### config.mk
export PLATFORM = sky130hd
export DESIGN_NAME = timer_mc
export DESIGN_NICKNAME = d
export VERILOG_FILES = /design/src/rtl/timer_mc.sv
export SDC_FILE = /design/constraint.sdc
export NUM_CORES = 1
export LEC_CHECK = 0
export CAP_MARGIN = 20
export CELL_PAD_IN_SITES_DETAIL_PLACEMENT = 1
export CELL_PAD_IN_SITES_GLOBAL_PLACEMENT = 2
export CORE_ASPECT_RATIO = 0.5
export CORE_MARGIN = 4
export CORE_UTILIZATION = 35
export CTS_BUF_LIST = sky130_fd_sc_hd__clkbuf_4 sky130_fd_sc_hd__clkbuf_8 sky130_fd_sc_hd__clkbuf_16
export DETAILED_ROUTE_END_ITERATION = 10
export PLACE_DENSITY_LB_ADDON = 0.08
export SETUP_SLACK_MARGIN = 0.05
export SYNTH_ARGS = -nofsm -noshare
export SYNTH_HDL_FRONTEND = slang
export SYNTH_SLANG_ARGS = --single-unit
### constraint.sdc
create_clock -name clk -period 4.2 [get_ports clk]
set_input_delay 1.26 -clock clk [delete_from_list [all_inputs] [get_ports clk]]
set_output_delay 1.26 -clock clk [all_outputs]
set_load 0.02 [all_outputs]
### src/rtl/timer_mc.sv
// timer_mc: CH-channel up/down timer with a shared prescaler behind an APB-lite slave port.
// Define TIMER_MC_IRQ_EN to build the registered per-channel interrupt outputs.
module timer_mc #(
  parameter int WIDTH  = 8,
  parameter int CH     = 2,
  parameter int ADDR_W = 8
) (
  input  logic              clk,
  input  logic              rst,
  input  logic              psel,
  input  logic              penable,
  input  logic              pwrite,
  input  logic [ADDR_W-1:0] paddr,
  input  logic [WIDTH-1:0]  pwdata,
  output logic [WIDTH-1:0]  prdata,
  output logic              pready,
  output logic              pslverr,
  output logic [CH-1:0]     irq
);
  // Bus handshake: an access completes in the cycle psel&penable is high (no wait states);
  // a write commits at the closing clk edge only when pslverr is low.
  localparam logic [ADDR_W:0] LIMIT = (ADDR_W+1)'(4*CH);

  logic                     access;
  logic                     in_range;
  logic                     err;
  logic                     wr;
  logic [3:0]               div_cnt;
  logic [CH-1:0][WIDTH-1:0] ch_rdata;

  assign access   = psel & penable;
  assign in_range = ({1'b0, paddr} < LIMIT);
  assign err      = access & (~in_range | (pwrite & (paddr[1:0] == 2'd3)));
  assign pslverr  = err;
  assign pready   = access;
  assign wr       = access & pwrite & ~err;

  always_comb begin
    prdata = '0;
    if (access && in_range) begin
      for (int c = 0; c < CH; c++) begin
        if (paddr[ADDR_W-1:2] == (ADDR_W-2)'(c)) prdata = ch_rdata[c];
      end
    end
  end

  // Free-running prescaler shared by all channels; enable never resets its phase.
  always_ff @(posedge clk or posedge rst) begin
    if (rst) div_cnt <= '0;
    else     div_cnt <= div_cnt + 4'd1;
  end

  for (genvar c = 0; c < CH; c++) begin : g_ch
    localparam logic [ADDR_W-3:0] IDX = (ADDR_W-2)'(c);

    logic [WIDTH-1:0] tdr;
    logic [WIDTH-1:0] tcnt;
    logic [6:1]       tcr;
    logic [1:0]       tsr;
    logic [WIDTH-1:0] rd;
    logic             hit;
    logic             tick;
    logic             load;
    logic             step;
    logic             ovf_set;
    logic             udf_set;
    logic [1:0]       clr;

    assign hit     = wr && (paddr[ADDR_W-1:2] == IDX);
    assign load    = hit && (paddr[1:0] == 2'd1) && pwdata[0];
    assign step    = tcr[2] & tick & ~load;
    assign ovf_set = step & ~tcr[1] & (tcnt == '1);
    assign udf_set = step &  tcr[1] & (tcnt == '0);
    assign clr     = (hit && (paddr[1:0] == 2'd2)) ? pwdata[1:0] : 2'b00;

    always_comb begin
      tick = 1'b0;
      case (tcr[4:3])
        2'd0: tick = div_cnt[0];
        2'd1: tick = &div_cnt[1:0];
        2'd2: tick = &div_cnt[2:0];
        2'd3: tick = &div_cnt;
        default: tick = 1'b0;
      endcase
    end

    // Load uses the pre-edge TDR, so a TDR write in the same cycle is not seen.
    always_ff @(posedge clk or posedge rst) begin
      if (rst) begin
        tdr  <= '0;
        tcr  <= '0;
        tsr  <= '0;
        tcnt <= '0;
      end else begin
        if (hit && (paddr[1:0] == 2'd0)) tdr <= pwdata;
        if (hit && (paddr[1:0] == 2'd1)) tcr <= pwdata[6:1];
        if (load)      tcnt <= tdr;
        else if (step) tcnt <= tcr[1] ? tcnt - 1'b1 : tcnt + 1'b1;
        tsr <= (tsr & ~clr) | {udf_set, ovf_set};
      end
    end

    always_comb begin
      rd = '0;
      case (paddr[1:0])
        2'd0: rd = tdr;
        2'd1: rd = WIDTH'({tcr, 1'b0});
        2'd2: rd = WIDTH'(tsr);
        2'd3: rd = tcnt;
        default: rd = '0;
      endcase
    end
    assign ch_rdata[c] = rd;

`ifdef TIMER_MC_IRQ_EN
    logic irq_q;
    always_ff @(posedge clk or posedge rst) begin
      if (rst) irq_q <= 1'b0;
      else     irq_q <= (tsr[0] & tcr[5]) | (tsr[1] & tcr[6]);
    end
    assign irq[c] = irq_q;
`else
    assign irq[c] = 1'b0;
`endif
  end

endmodule

==> key figures, run 1 <==
Die
  – Core Area: 9009 um^2
  – # rows: 24
  – Initial Utilization: 37.08%
  – Die height: 77.09 um
  – DIE AREA: 11,270 um^2
  – Die Wd: 146.2 um
  – # IOs: 33

Critical path
  – Startpoint Class: input port
  – WP data required: 2.94 ns
  – Worst-path maximum fanout: 10
  – CP arrival: 2.82 ns
  – Critical Path End Type: output pin
  – RR Startpoint: div_cnt[0]$_DFF_PP0_
  – Critical path type: in -> out
  – CP startpoint: paddr[7]

Yosys
  – #FFs+latches synth: 52
  – Synth Area in XOR/XNOR: 3.408%
  – Gate Count Post-Synth: 334
  – Largest area contributor in the synthesized netlist: dfrtp_1
  – Synth Area in Compound Gates: 14.01%
  – Ys Warns: 0
  – Most frequent cell after synthesis: dfrtp_1
  – Post-synth top cells: dfrtp_1 (52), nor2_1 (35), a21oi_1 (24), mux2_2 (22), nand2_1 (22)
  – Sequential area share after synthesis: 38.95%
  – Syn Area/Cell: 10.00 um^2
  – Largest family of logic cells by synthesized area: multiplexers
  – Share of async-settable or async-resettable flops after synthesis: 100.0%
  – Synthesized cell area: 3341 um^2
  – Mux share of post-synthesis cell area: 18.39%
  – Simple-Gate Fraction of Synth Area: 15.09%
  – Post-synthesis cell type count: 52
  – Synth top area share: 38.95%
  – Post-synth EDFFs: 0
  – Synth Area in Adders: 6.442%
  – Primary FF master, synth: dfrtp_1
  – Synth top area cells: dfrtp_1 (39%), mux2_2 (7.4%), mux2i_1 (5.7%)

Global routing
  – Largest net degree at the start of global routing: 53
  – Vias in the first global route: 2,796
  – Grt ovf: 0
  – First-pass GRT wire length: 16.05 mm
  – Initial antenna violation count: 0
  – Total GRT Usage: 17.59%

Cells and area
  – Non-Filler Instances: 492
  – Share of cells above drive strength 1: 22.67%
  – Antenna fix cells: 0
  – Finished Cell Area: 4066 um^2
  – Number of nets in the layout: 411
  – Area added between synthesis and finish: 21.72%

Placed design
  – DP Wirelength: 7.247 mm
  – GPL Wtd Cong: 0.8541
  – Post-Place Cells: 479
  – Port Buffer Count: 30
  – Placed cell area: 3810 um^2

Clocking
  – H-tree Lvls: 2
  – Clock latency on the worst-skew pair: 0.29 ns
  – Num CTS Buffers: 5
  – Sink Count: 52
  – CTS tree: done
  – CTS Hold Bufs: 0
  – Clk root buf: clkbuf_16
  – CTS max path bufs: 2
  – Worst-path clk slew: 0.07 ns

Detailed routing
  – DRC Markers: 0
  – Post-DRT Antenna Nets: 0
  – 1st-iter DRT viols: 169
  – DR vias/cell: 5.411
  – DR vias: 2,662
  – Final wirelength: 9.479 mm
  – Detailed Routing Iterations Pass 1: 4
  – Routed len/inst: 19.27 um

Run
  – Max-cap violations: 0

Timing
  – Worst slew pin tran: 0.9634 ns
  – RSZ-0062 raised after global routing: yes
  – Setup Viol. Count Final: 0
  – Max-slew headroom: 35.64%
  – Total negative slack: 0 ns
  – Final hold viol count: 0
  – Setup Skew: 0.006135 ns
  – Tmin final: 4.083 ns
  – Final worst path period share: 97.21%
  – Fmax: 244.9 MHz
  – Fin. max-slew vios: 0

Power
  – Peak VDD IR: 147.0 uV
  – PD cells: 282.6 nW/um^2
  – Static Leakage: 1.809 nW

Min path
  – Worst Hold Class: reg -> reg
  – HP Start: div_cnt[1]$_DFF_PP0_

Run status
  – Status: finished, final reports clean
stage by stage:
stage	util [%]	power (mW)	setup WS [ns]	hold slack [ns]
after global routing	45.14	1.209	0.03188	0.5200
after CTS	44.76	1.156	0.05081	0.5103
after detailed placement	42.29	0.7149	-0.3395	0.4871
after floorplan	-	0.6465	0.2947	0.4580
final	45.14	1.149	0.1174	0.4998
after global placement	42.29	0.7092	-0.3034	0.4761
report_power, final:
group          leakage [nW]  total, mW  switching (mW)  internal [mW]
Combinational          1.10      0.175          0.0922         0.0832
Sequential            0.636      0.540          0.0252          0.515
Clock                0.0780      0.434           0.182          0.251
state kept, by name, indices dropped and copies added (netlist names):
register	count
g_ch.tsr	4
g_ch.tcnt	16
g_ch.tdr	16
g_ch.tcr	12
div_cnt	4
critical path, stage by stage:
cell	delay, ns
clkdlybuf4s50_1	0.42
nor4_2	0.32
and2b_1	0.23
nand2_4	0.12
a211oi_2	0.18
clkdlybuf4s15_2	0.29
timing repair:
item	in CTS	in global routing
endpoints found under the setup margin	9	7
buffers inserted	4	0
gates cloned	0	0
resized for setup	43	11
endpoints found under the hold margin	0	0
per-layer routing:
metal / track usage, % / share of wire (%) / up-vias
met3: 2.827 / 3.4 / 5
met1: 26.84 / 51 / 1331
met4: 2.251 / 0.46 / 0
li1: - / - / 1292
met5: 0 / 0 / -
met2: 26.79 / 45 / 34
final timing paths:
| kind | to | slack [ns] | depth (start not counted) |
|---|---|---|---|
| max | prdata[2] | 0.12 | 6 |
| min | div_cnt[1]$_DFF_PP0_ | 0.50 | 1 |
| max reg2reg | g_ch[1].tcnt[3]$_DFFE_PP0P_ | 1.47 | 9 |
| min reg2reg | div_cnt[1]$_DFF_PP0_ | 0.50 | 1 |
| max in group asynchronous | g_ch[0].tcnt[3]$_DFFE_PP0P_ | 2.47 | 3 |
| min in group asynchronous | g_ch[1].tcnt[5]$_DFFE_PP0P_ | 1.22 | 2 |
logic make-up after synthesis:
logic type / count (synthesis)
other: 1
adders and majority gates: 16
AOI/OAI and AO/OA: 76
and+or+nand+nor: 98
xor gates and xnor gates: 13
DFF: 52
buffers and inverters: 26
muxes: 52
cell usage in the layout, fill, tap and decap left out, drive strengths merged, types with 3 or more instances in the layout:
cell           instances
dfrtp                 52
nand2                 24
xor2                   4
nor4                   3
o21ai                 19
clkdlybuf4s50         19
inv                    9
nor3                   7
nand3                  4
o31ai                  4
a221oi                 3
clkbuf                 8
a211oi                12
nand4                  6
nor2b                  8
mux2i                 19
ha                    14
xnor2                  9
nor2                  35
mux2                  31
buf                   25
a21oi                 24
layout make-up:
| cell class | instances | area (um^2) |
|---|---|---|
| Tap cell | 117 | 146.4 |
| Fill cell | 1008 | 4942 |
| Clock buffer | 8 | 153.9 |
| Timing Repair Buffer | 49 | 454.2 |
| Multi-Input combinational cell | 257 | 1977 |
| Sequential cell | 52 | 1301 |
| Inverter | 9 | 33.78 |
Note: power is estimated with default switching activity, not from simulation.
==> inputs of run 2 (changes only) <==
Settings changed: ABC_AREA from default to 1.
==> key figures, run 2 <==
Critical path
  – Startpoint Class: input port
  – Reg2Reg Depth: 8
  – CP dominant cell by count: nand2_1
  – CP top delay family: buffers and inverters
  – Buf+Inv Stages, Crit Path: 4
  – CP arrival: 2.73 ns
  – Worst R2R Setup Slack: 1.79 ns
  – Worst-path maximum fanout: 6
  – RR Startpoint: div_cnt[0]$_DFF_PP0_
  – Critical Path End Type: output pin
  – Reg-to-reg endpoint: g_ch[0].tcnt[0]$_DFFE_PP0P_
  – Slowest-stage cell, CP: clkdlybuf4s50_1
  – Crit-path cells: clkdlybuf4s50_1, nor2_2, nand3_2, inv_1, nand2_1, inv_2, o21ai_1, nand2_1, nor2_1, clkdlybuf4s15_2
  – WP data required: 2.94 ns
  – Max incr delay on CP: 0.42 ns
  – Stages on worst setup path: 10
  – Critical path type: in -> out

Yosys
  – Post-synth top cells: nand2_1 (109), nand3_1 (79), inv_1 (64), dfrtp_1 (52), o21ai_0 (31)
  – Synth top area cells: dfrtp_1 (36%), nand2_1 (11%), nand3_1 (11%)
  – Post-synthesis cell type count: 38
  – Primary FF master, synth: dfrtp_1
  – #FFs+latches synth: 52
  – Ys Warns: 0
  – Synth top area share: 36.33%
  – Post-synth EDFFs: 0
  – Largest area contributor in the synthesized netlist: dfrtp_1
  – Sequential area share after synthesis: 36.33%
  – Synthesized cell area: 3582 um^2
  – Most frequent cell after synthesis: nand2_1
  – Syn Area/Cell: 7.386 um^2
  – Share of async-settable or async-resettable flops after synthesis: 100.0%
  – Gate Count Post-Synth: 485

Timing
  – RSZ-0062 raised after global routing: no
  – Final hold viol count: 0
  – Tmin final: 3.995 ns
  – Setup Skew: 0.002801 ns
  – Final worst path period share: 95.11%
  – Worst slew pin tran: 0.7492 ns
  – Total negative slack: 0 ns
  – Max-slew headroom: 50.06%
  – Worst Slack Setup Final: 0.2055 ns
  – Setup Viol. Count Final: 0
  – Fin. max-slew vios: 0
  – WHS: 0.4866 ns
  – Fmax: 250.3 MHz

Global routing
  – Vias in the first global route: 3,522
  – First-pass GRT wire length: 18.91 mm
  – Grt ovf: 0
  – Total GRT Usage: 20.13%
  – Initial antenna violation count: 0
  – Largest net degree at the start of global routing: 53

Die
  – # rows: 25
  – # IOs: 33
  – Core Area: 9697 um^2
  – Initial Utilization: 36.94%
  – DIE AREA: 12,020 um^2
  – Die Wd: 151.1 um
  – Die height: 79.54 um

Power
  – Sw frac: 34.95%
  – Gate power share: 30.1%
  – Net Sw Power: 0.5439 mW
  – Static Leakage: 2.130 nW
  – Clk pwr share: 30.5%
  – Int Pwr: 1.012 mW
  – Sequential share of power: 39.4%
  – Pwr Total: 1.556 mW
  – Peak VDD IR: 308.4 uV
  – PD cells: 362.6 nW/um^2

Min path
  – HP Start: div_cnt[3]$_DFF_PP0_
  – Hold path depth: 1
  – WHS Endpoint: div_cnt[3]$_DFF_PP0_
  – Worst Hold Class: reg -> reg

Cells and area
  – Biggest regs: g_ch.tcnt: 16 flops, g_ch.tdr: 16 flops, g_ch.tcr: 12 flops
  – Most frequent cells in the layout: nand2_1 (109), nand3_1 (79), inv_1 (59)
  – Fillers: 1,216
  – Area added between synthesis and finish: 19.80%
  – Antenna fix cells: 0
  – Number of nets in the layout: 570
  – Share of cells above drive strength 1: 13.86%
  – Commonest non-fill, non-tap cell in the layout: nand2_1

Clocking
  – H-tree Lvls: 2
  – Worst-path clk slew: 0.07 ns
  – Sink Count: 52
  – Clock latency on the worst-skew pair: 0.30 ns
  – CTS max path bufs: 2
  – CTS tree: done
  – Clk root buf: clkbuf_16
  – CTS Hold Bufs: 0
  – Num CTS Buffers: 5

Run
  – Max-cap violations: 0

Detailed routing
  – Detailed Routing Iterations Pass 1: 4
  – Final wirelength: 11.31 mm
  – DR vias/cell: 5.099
  – DRC Markers: 0
  – Routed len/inst: 16.90 um
  – DR vias: 3,411
  – Post-DRT Antenna Nets: 0
  – 1st-iter DRT viols: 178

Placed design
  – Worst slack at placement: -0.3803 ns
  – GPL Wtd Cong: 0.8058
  – DP Wirelength: 9.015 mm
  – Port Buffer Count: 30

Run status
  – Status: finished, final reports clean
run 2: per-stage QoR:
step	cells	instance area, um^2	utilization (%)
2_1_floorplan	486	3586	-
3_3_place_gp	661	4143	42.72
3_5_place_dp	661	4143	42.72
4_1_cts	669	4310	44.45
5_1_grt	669	4292	44.26
6_report	669	4292	44.26
run 2: per-layer routing:
layer | global-route usage [%] | wire length, um
met1 | 29.28 | 5876
met2 | 32.19 | 4940
met3 | 3.290 | 418
met4 | 2.893 | 70
met5 | 0 | 0
run 2: how the worst max path moves through the flow:
stage,slack [ns],start,end
finish,0.21,paddr[4],prdata[2]
global placement,-0.36,paddr[1],prdata[2]
global route,0.1,paddr[7],prdata[2]
detailed placement,-0.38,paddr[1],prdata[2]
floorplan,0.38,paddr[0],prdata[1]
CTS,0.05,paddr[0],prdata[5]
run 2: worst reg2reg max path, delay by kind of cell (launching register included):
kind                       cells  cell delay [ns]
AOI/OAI and AO/OA              2             0.22
adders and majority gates      2             0.49
buffers and inverters          1             0.46
DFF                            1             0.40
and+or+nand+nor                3             0.72
run 2: power by group through the flow:
| stage | Sequential (mW) | Combinational (mW) | Clock [mW] |
|---|---|---|---|
| floorplan | 0.594 | 0.344 | 0 |
| global placement | 0.624 | 0.462 | 0 |
| detailed placement | 0.625 | 0.474 | 0 |
| CTS | 0.614 | 0.476 | 0.484 |
| global route | 0.621 | 0.547 | 0.506 |
| finish | 0.613 | 0.468 | 0.475 |
run 2: layout make-up:
cell class	instances	area, um^2	share of cell area (%)
multi-input combinational	350	1913	44.58
sequential	52	1301	30.32
timing repair buffer	59	496.7	11.57
inverter	65	244.0	5.685
tap	135	168.9	3.936
clock buffer	5	125.1	2.915
clock inverter	3	42.54	0.9913
run 2: cell families after synthesis:
kind of cell               count (synthesis)  synth area share (%)
and+or+nand+nor                          251                 33.04
buffers and inverters                     84                 10.44
AOI/OAI and AO/OA                         73                 12.12
DFF                                       52                 36.33
adders and majority gates                 16                 6.008
xor gates and xnor gates                   8                 1.956
other                                      1                0.1047
run 2: timing repair:
item | in CTS | in global routing
hold endpoints to repair | 0 | 0
gates resized for setup | 24 | 14
buffers inserted | 0 | 0
pin swaps | 0 | 0
endpoints found under the setup margin | 9 | 9
==> inputs of run 3 (changes only) <==
Settings changed: CAP_MARGIN 20 to 5, TNS_END_PERCENT from default to 20.
==> key figures, run 3 (synthesis results as in run 2) <==
Run status
  – Status: finished, final reports clean

Clocking
  – Num CTS Buffers: 5
  – Worst-path clk slew: 0.07 ns
  – Resize count post-CTS: 23
  – Clk root buf: clkbuf_16
  – Sink Count: 52
  – CTS max path bufs: 2
  – H-tree Lvls: 2
  – # Post-CTS Setup Buffers: 0
  – Clock latency on the worst-skew pair: 0.30 ns
  – CTS tree: done
  – CTS Hold Bufs: 0

Die
  – Die Wd: 151.1 um
  – DIE AREA: 12,020 um^2
  – # rows: 25
  – Die height: 79.54 um
  – Initial Utilization: 36.94%
  – Core Area: 9697 um^2
  – # IOs: 33

Timing
  – Max-slew headroom: 50.26%
  – Worst Slack Setup Final: 0.08047 ns
  – Final worst path period share: 98.08%
  – Setup Skew: 0.002790 ns
  – Total negative slack: 0 ns
  – RSZ-0062 raised after global routing: yes
  – Fin. max-slew vios: 0
  – Fmax: 242.7 MHz
  – Worst slew pin tran: 0.7462 ns
  – Setup Viol. Count Final: 0
  – Tmin final: 4.120 ns
  – Final hold viol count: 0

Global routing
  – Total GRT Usage: 20.12%
  – Vias in the first global route: 3,520
  – Largest net degree at the start of global routing: 53
  – Grt ovf: 0
  – First-pass GRT wire length: 18.91 mm
  – Initial antenna violation count: 0

Cells and area
  – Area added between synthesis and finish: 19.98%
  – Number of nets in the layout: 570
  – Fillers: 1,214
  – Share of cells above drive strength 1: 13.67%
  – Most frequent cells in the layout: nand2_1 (109), nand3_1 (79), inv_1 (59)
  – Biggest regs: g_ch.tcnt: 16 flops, g_ch.tdr: 16 flops, g_ch.tcr: 12 flops
  – Antenna fix cells: 0
  – Commonest non-fill, non-tap cell in the layout: nand2_1

Detailed routing
  – DRT met1 WL: 5.886 mm
  – Routed length on met3: 406 um
  – DR vias/cell: 5.100
  – Post-DRT Antenna Nets: 0
  – Routed len/inst: 16.90 um
  – DR vias: 3,412
  – Top sig layer: met4
  – Met2 wire length: 4.943 mm
  – Final wirelength: 11.31 mm
  – 1st-iter DRT viols: 180
  – DRC Markers: 0
  – Detailed Routing Iterations Pass 1: 4

Placed design
  – DP Wirelength: 9.015 mm
  – Worst slack at placement: -0.3803 ns
  – Port Buffer Count: 30
  – GPL Wtd Cong: 0.8058

Run
  – Max-cap violations: 0

Power
  – Static Leakage: 2.134 nW
  – Pwr Total: 1.556 mW
  – PD cells: 362.1 nW/um^2
  – Peak VDD IR: 308.4 uV

Critical path
  – RR Startpoint: div_cnt[0]$_DFF_PP0_
  – WP data required: 2.94 ns
  – Worst-path maximum fanout: 3
  – Critical Path End Type: output pin
  – Critical path type: in -> out
  – CP startpoint: paddr[4]
  – Startpoint Class: input port
  – CP arrival: 2.86 ns

Min path
  – Worst Hold Class: reg -> reg
  – HP Start: div_cnt[3]$_DFF_PP0_
## run 3: power breakdown
part / switching, mW / leakage [nW] / internal, mW
Combinational: 0.283 / 1.37 / 0.185
Sequential: 0.0656 / 0.679 / 0.547
Clock: 0.195 / 0.0798 / 0.281
## run 3: path summary, 6_finish.rpt
kind                                                    end  slack (ns)  depth (start not counted)
worst max-delay path                              prdata[7]        0.08                          9
worst min-delay path                   div_cnt[3]$_DFF_PP0_        0.49                          1
min in group asynchronous        g_ch[0].tcr[5]$_DFFE_PP0N_        1.49                          3
max in group asynchronous       g_ch[1].tcnt[4]$_DFFE_PP0P_        2.24                          3
worst max register to register  g_ch[0].tcnt[0]$_DFFE_PP0P_        1.79                          8
worst min register to register         div_cnt[3]$_DFF_PP0_        0.49                          1
## run 3: routing by layer
metal	global-route usage (%)	vias to the layer above
met5	0	-
met4	2.893	0
met3	3.290	7
met2	32.10	35
met1	29.32	1652
li1	-	1718
## run 3: cell type report
cell class / instances / area [um^2] / area share, %
multi-input cells: 350 / 1913 / 44.51
flip-flops and latches: 52 / 1301 / 30.28
repair buffers: 59 / 503.0 / 11.70
inverters: 65 / 244.0 / 5.677
well taps: 135 / 168.9 / 3.930
clock buffers: 5 / 125.1 / 2.911
clock inverters: 3 / 42.54 / 0.9898
## run 3: worst max-delay path, stage by stage
cell and delay, ns:
clkdlybuf4s50_1 0.42, nor2_2 0.15, nand3_2 0.12, inv_1 0.10
nand2_1 0.08, buf_4 0.15, a211oi_1 0.18, nor3_1 0.07
dlygate4sd2_1 0.33
## run 3: through the flow
| step | util (%) | area (um^2) | instances | hold WS [ns] |
|---|---|---|---|---|
| after floorplan | - | 3586 | 486 | 0.4437 |
| after CTS | 44.45 | 4310 | 669 | 0.4927 |
| final | 44.32 | 4298 | 669 | 0.4866 |
| after global placement | 42.72 | 4143 | 661 | 0.4641 |
| after detailed placement | 42.72 | 4143 | 661 | 0.4809 |
| after global routing | 44.32 | 4298 | 669 | 0.5239 |
